## config.mk

```make
export PLATFORM = sky130hd
export DESIGN_NAME = vga_display_engine
export DESIGN_NICKNAME = d
export VERILOG_FILES = /design/src/rtl/vga_display_engine.sv
export SDC_FILE = /design/constraint.sdc
export NUM_CORES = 1
export LEC_CHECK = 0
export BUFFER_PORTS_ARGS = -buffer_cell sky130_fd_sc_hd__buf_2
export CAP_MARGIN = 10
export CORE_MARGIN = 5
export CORE_UTILIZATION = 35
export CTS_CLUSTER_DIAMETER = 100
export DETAILED_ROUTE_END_ITERATION = 8
export GPL_TIMING_DRIVEN = 0
export PLACE_DENSITY_LB_ADDON = 0.05
export SYNTH_ARGS = -nofsm -noshare
export SYNTH_HDL_FRONTEND = slang
export SYNTH_SLANG_ARGS = --single-unit
```

## constraint.sdc

```tcl
create_clock -name CLK -period 2.2 [get_ports CLK]
set_clock_uncertainty 0.2 [all_clocks]
set_input_delay 0.11 -clock CLK [delete_from_list [all_inputs] [get_ports CLK]]
set_output_delay 0.11 -clock CLK [all_outputs]
set_load 0.02 [all_outputs]
```

## src/rtl/vga_display_engine.sv

```systemverilog
// VGA display engine: pixel-enable divider, H/V timing counters and a 2-tick colour/sync pipeline.
// Outputs change only on pixel ticks; no backpressure. Colour source is latched once per frame.
module vga_display_engine #(
    parameter int              H_VIS     = 640,
    parameter int              H_FP      = 16,
    parameter int              H_SYNC    = 96,
    parameter int              H_BP      = 48,
    parameter int              V_VIS     = 480,
    parameter int              V_FP      = 10,
    parameter int              V_SYNC    = 2,
    parameter int              V_BP      = 33,
    parameter int              CLK_DIV   = 4,
    parameter int              CW        = 12,
    parameter logic            SYNC_POL  = 1'b0,
    parameter logic [CW-1:0]   COL_START = 12'h00F,
    parameter logic [CW-1:0]   COL_LOSE  = 12'hF00,
    localparam int             H_TOT     = H_VIS + H_FP + H_SYNC + H_BP,
    localparam int             V_TOT     = V_VIS + V_FP + V_SYNC + V_BP,
    localparam int             HW        = $clog2(H_TOT),
    localparam int             VW        = $clog2(V_TOT)
) (
    input  logic          CLK,
    input  logic          RESET,
    input  logic [CW-1:0] COLOUR_INPUT,
    input  logic [1:0]    MASTER_STATE,
    output logic [HW-1:0] ADDRH,
    output logic [VW-1:0] ADDRV,
    output logic          PIXEL_EN,
    output logic          FRAME_START,
    output logic [CW-1:0] COLOUR_OUT,
    output logic          HS,
    output logic          VS
);
    localparam int              DW       = (CLK_DIV > 1) ? $clog2(CLK_DIV) : 1;
    localparam logic [DW-1:0]   DIV_LAST = DW'(CLK_DIV - 1);
    localparam logic [HW-1:0]   H_LAST   = HW'(H_TOT - 1);
    localparam logic [HW-1:0]   H_VIS_W  = HW'(H_VIS);
    localparam logic [HW-1:0]   HS_BEG   = HW'(H_VIS + H_FP);
    localparam logic [HW-1:0]   HS_END   = HW'(H_VIS + H_FP + H_SYNC - 1);
    localparam logic [VW-1:0]   V_LAST   = VW'(V_TOT - 1);
    localparam logic [VW-1:0]   V_VIS_W  = VW'(V_VIS);
    localparam logic [VW-1:0]   VS_BEG   = VW'(V_VIS + V_FP);
    localparam logic [VW-1:0]   VS_END   = VW'(V_VIS + V_FP + V_SYNC - 1);

    logic [DW-1:0] div_q, div_d;
    logic          pix_en_q, pix_en_d;
    logic [HW-1:0] hcnt_q, hcnt_d;
    logic [VW-1:0] vcnt_q, vcnt_d;
    logic [7:0]    frame_q, frame_d;
    logic [1:0]    state_q, state_d;
    logic          vis_q, vis_d;
    logic          hs_raw_q, hs_raw_d;
    logic          vs_raw_q, vs_raw_d;
    logic [CW-1:0] colour_q, colour_d;
    logic          hs_q, hs_d;
    logic          vs_q, vs_d;
    logic          frame_start;
    logic [11:0]   win_col;
    logic [CW-1:0] sel;

    assign frame_start = pix_en_q && (hcnt_q == '0) && (vcnt_q == '0);

    always_comb begin
        win_col = {frame_q[7:4], frame_q[7:4] ^ 4'hF, frame_q[3:0]};
        case (state_q)
            2'b00:   sel = COL_START;
            2'b01:   sel = COLOUR_INPUT;
            2'b10:   sel = CW'(win_col);
            default: sel = COL_LOSE;
        endcase

        // PIXEL_EN is registered so it stays low through reset even when CLK_DIV is 1
        div_d    = (div_q == DIV_LAST) ? '0 : div_q + 1'b1;
        pix_en_d = (div_q == DIV_LAST);
        hcnt_d   = hcnt_q;
        vcnt_d   = vcnt_q;
        frame_d  = frame_q;
        state_d  = state_q;
        vis_d    = vis_q;
        hs_raw_d = hs_raw_q;
        vs_raw_d = vs_raw_q;
        colour_d = colour_q;
        hs_d     = hs_q;
        vs_d     = vs_q;

        if (pix_en_q) begin
            if (hcnt_q == H_LAST) begin
                hcnt_d = '0;
                if (vcnt_q == V_LAST) begin
                    vcnt_d  = '0;
                    frame_d = frame_q + 8'd1;
                end else begin
                    vcnt_d = vcnt_q + 1'b1;
                end
            end else begin
                hcnt_d = hcnt_q + 1'b1;
            end
            vis_d    = (hcnt_q < H_VIS_W) && (vcnt_q < V_VIS_W);
            hs_raw_d = (hcnt_q >= HS_BEG) && (hcnt_q <= HS_END);
            vs_raw_d = (vcnt_q >= VS_BEG) && (vcnt_q <= VS_END);
            colour_d = vis_q ? sel : '0;
            hs_d     = hs_raw_q ^ ~SYNC_POL;
            vs_d     = vs_raw_q ^ ~SYNC_POL;
        end

        if (frame_start) begin
            state_d = MASTER_STATE;
        end
    end

    always_ff @(posedge CLK) begin
        if (RESET) begin
            div_q    <= '0;
            pix_en_q <= 1'b0;
            hcnt_q   <= '0;
            vcnt_q   <= '0;
            frame_q  <= '0;
            state_q  <= 2'b00;
            vis_q    <= 1'b0;
            hs_raw_q <= 1'b0;
            vs_raw_q <= 1'b0;
            colour_q <= '0;
            hs_q     <= ~SYNC_POL;
            vs_q     <= ~SYNC_POL;
        end else begin
            div_q    <= div_d;
            pix_en_q <= pix_en_d;
            hcnt_q   <= hcnt_d;
            vcnt_q   <= vcnt_d;
            frame_q  <= frame_d;
            state_q  <= state_d;
            vis_q    <= vis_d;
            hs_raw_q <= hs_raw_d;
            vs_raw_q <= vs_raw_d;
            colour_q <= colour_d;
            hs_q     <= hs_d;
            vs_q     <= vs_d;
        end
    end

    assign ADDRH       = hcnt_q;
    assign ADDRV       = vcnt_q;
    assign PIXEL_EN    = pix_en_q;
    assign FRAME_START = frame_start;
    assign COLOUR_OUT  = colour_q;
    assign HS          = hs_q;
    assign VS          = vs_q;
endmodule

```

==> impl_results.md <==
* Status: finished, violations left
* Failing checks: setup timing
* Avg WL per Cell at 15.7 microns
* Die area at 8560 sq um
* ANT cells at 0
* Fin. max-slew vios at 0
* Hold path start: COLOUR_INPUT[3]
* Mapped Cells at 286
* Vias in the first global route at 2,119
* GRT busiest layer: met2
* Leak at 0.00122 uW
* CP max-delay cell: or4b_4
* Power Total at 1590 uW
* Crit Reg-Reg Startpoint: ADDRV[6]$_SDFFE_PP0P_
* RSZ-0062 raised after global routing: true
* Max clock buf depth at 2
* Worst-margin pin slew at 564 ps
* Setup crit start kind: flop
* Share of the synthesized area in the top cell type at 42.0%
* Fin util at 46.6%
* Post-synthesis sequential area ratio at 42.0%
* H-tree depth at 2
* Met2 usage at 25.7%
* Syn_area_per_cell at 8.34 sq um
* Fmax at 0.429 GHz
* Most frequent cells in the layout: buf_2 (49), dfxtp_1 (37), nor2_1 (30)
* Die H at 92.5 microns
* Vias after detailed routing at 2,320
* Final Setup Violations at 4
* Worst-skew pair later-pin latency at 320 ps
* Worst R2R End: frame_q[6]$_SDFFE_PP0P_
* Final Wtd Congestion at 0.790
* Drt first pass iters at 4
* Port Buffers at 50
* R2R cell count at 4
* CTS sink cnt at 50
* Total gr overflow at 0
* Num ports at 52
* WP buf/inv at 2
* Area contributors post-synth: dfxtp_1 (42%), a21oi_1 (5.7%), nor2_1 (4.9%), o21ai_0 (3.6%), ha_1 (3.1%)
* Placed Cells at 416
* Final non-filler cell total at 441
* Fin crit period at 2330 ps
* Fill cell count at 696
* Hold Fails Final Rpt at 0
* Kind of critical path: reg -> out
* Grt met1 use at 22.3%
* Synth unique cells at 39
* Placeable Area at 6720 sq um
* Synthesis Warnings at 0
* Cell area after synthesis at 2380 sq um
* Most common cell after layout, fill and taps aside: buf_2
* Post-synth EDFFs at 0
* CP top delay family: simple AND/OR/NAND/NOR gates
* DRT antenna net count at 0
* Hold path depth at 5
* Hold Path Class: in -> reg
* Antenna violations before repair at 0
* DP Wirelength at 4.82 mm
* Power Density at 507 nW/um^2
* Worst EP required at 1890 ps
* CTS buffer count at 5
* Worst VDD drop at 205 uV
* Final period utilization at 106%
* Nets at 382
* Synthesized Nets at 308
* CP max stage delay at 520 ps
* Routed WL at 6.91 mm
* Register bit total from synthesis at 50
* Hold Path End: COLOUR_OUT[3]$_SDFFE_PP0P_
* Gr usage total at 16.1%
* Die W at 92.5 microns
* Syn-to-layout area delta at 31.4%
* Row count at 30
* CTS tree: yes
* Largest net degree at the start of global routing at 19
* Setup WS post-layout at -132 ps
* Worst R2R Setup Slack at -70 ps
* Most used DFF post-synth: dfxtp_1
* Synth async-reset ratio at 0%
* Initial drt markers at 64
* Total of max-cap violations at 0
* Worst-path cell chain: inv_2, ha_4, or3b_4, or4b_4, nor2_4, buf_6
* CP max FO at 3
* Fin Hold WS at 15.6 ps
* Slew headroom at 62.4%
* Layout cells sized above 1 at 29.4%
* DR vias/cell at 5.26
* Starting Density at 35.5%
* Reg clk slew, reported paths at 120 ps
* Clk root buf: clkbuf_8
* CP Capture Type: primary output
* First-pass GRT wire length at 11.0 mm
* WP data arrival at 2020 ps
* DRC viols at 0
* Largest area contributor in the synthesized netlist: dfxtp_1
* Routing usage on met3 at 2.76%
per-layer routing:
| metal | wire [microns] | share of wire, % |
|---|---|---|
| met5 | 0 | 0 |
| met4 | 71 | 1.0 |
| met3 | 318 | 4.6 |
| met2 | 3240 | 47 |
| met1 | 3280 | 47 |
per-stage QoR:
step	setup WS (ps)	instance area [sq um]	TNS [ps]
3_3_place_gp	-432	2760	-6550
6_report	-132	3130	-321
2_1_floorplan	3.55	2410	0
5_1_grt	-184	3130	-644
3_5_place_dp	-410	2760	-6300
4_1_cts	-146	3080	-325
synthesized netlist by cell type (all sizes together), types with 3 or more instances:
| cell | n |
|---|---|
| xor2 | 7 |
| o2bb2ai | 4 |
| o21ai | 17 |
| dfxtp | 50 |
| nand2b | 5 |
| ha | 6 |
| and3 | 3 |
| o22ai | 4 |
| a21oi | 27 |
| xnor2 | 5 |
| or4 | 8 |
| o31ai | 6 |
| or3 | 8 |
| and4 | 5 |
| nor2b | 6 |
| a22oi | 8 |
| nand3 | 12 |
| nand4 | 7 |
| inv | 12 |
| nand2 | 16 |
| nor2 | 31 |
| clkbuf | 16 |
what timing repair did:
action | 4_1_cts | 5_1_grt
gates resized for setup | 31 | 11
setup endpoints to repair | 27 | 14
endpoints found under the hold margin | 6 | 1
hold buffers | 6 | 1
gates cloned | 1 | 0
setup buffers | 11 | 1
pin swaps | 7 | 2
cell type report:
class | instances | area [sq um] | share of cell area [%]
multi-input combinational | 208 | 1370 | 43.8
sequential | 50 | 1040 | 33.1
timing repair buffer | 69 | 417 | 13.3
tap | 80 | 100 | 3.19
clock buffer | 5 | 68.8 | 2.20
buffer | 14 | 67.6 | 2.16
inverter | 12 | 45.0 | 1.44
clock inverter | 3 | 26.3 | 0.838
tightest hold or removal path, delay by kind of cell:
kind	cells	cell delay [ps]
AOI/OAI and AO/OA	2	200
buffers and inverters	2	140
and+or+nand+nor	1	50
cell families after synthesis:
| family | Yosys count | synth area share, % |
|---|---|---|
| buffers and inverters | 29 | 4.56 |
| DFF | 50 | 42.0 |
| muxes | 2 | 0.839 |
| xor gates and xnor gates | 12 | 4.41 |
| and+or+nand+nor | 120 | 28.4 |
| AOI/OAI and AO/OA | 67 | 16.6 |
| adders and majority gates | 6 | 3.15 |
how the worst max path moves through the flow:
stage                     slack (ps)                      end                   from  cells past startpoint
after floorplan                    4  frame_q[5]$_SDFFE_PP0P_  ADDRV[6]$_SDFFE_PP0P_                      4
after global placement          -430    ADDRV[5]$_SDFFE_PP0P_  ADDRH[0]$_SDFFE_PP0P_                      7
after detailed placement        -410    ADDRV[2]$_SDFFE_PP0P_  ADDRH[0]$_SDFFE_PP0P_                      7
after CTS                       -150              FRAME_START  ADDRH[2]$_SDFFE_PP0P_                      4
after global routing            -180              FRAME_START  ADDRH[0]$_SDFFE_PP0P_                      6
final                           -130              FRAME_START  ADDRH[0]$_SDFFE_PP0P_                      6
where the power goes:
| group | internal [uW] | total (uW) | switching (uW) | leakage [uW] |
|---|---|---|---|---|
| Combinational | 47.4 | 98.2 | 50.9 | 0.000763 |
| Clock | 235 | 583 | 348 | 0.0000491 |
| Sequential | 904 | 908 | 3.95 | 0.000412 |
| Total | 1190 | 1590 | 403 | 0.00122 |
registers in the layout, indices dropped and copies added, names as in the netlist, 2 cells and up:
register and cells:
ADDRV 10, div_q 2, state_q 2, COLOUR_OUT 12
frame_q 8, ADDRH 10
No activity file was read; power rests on OpenSTA's default activity.
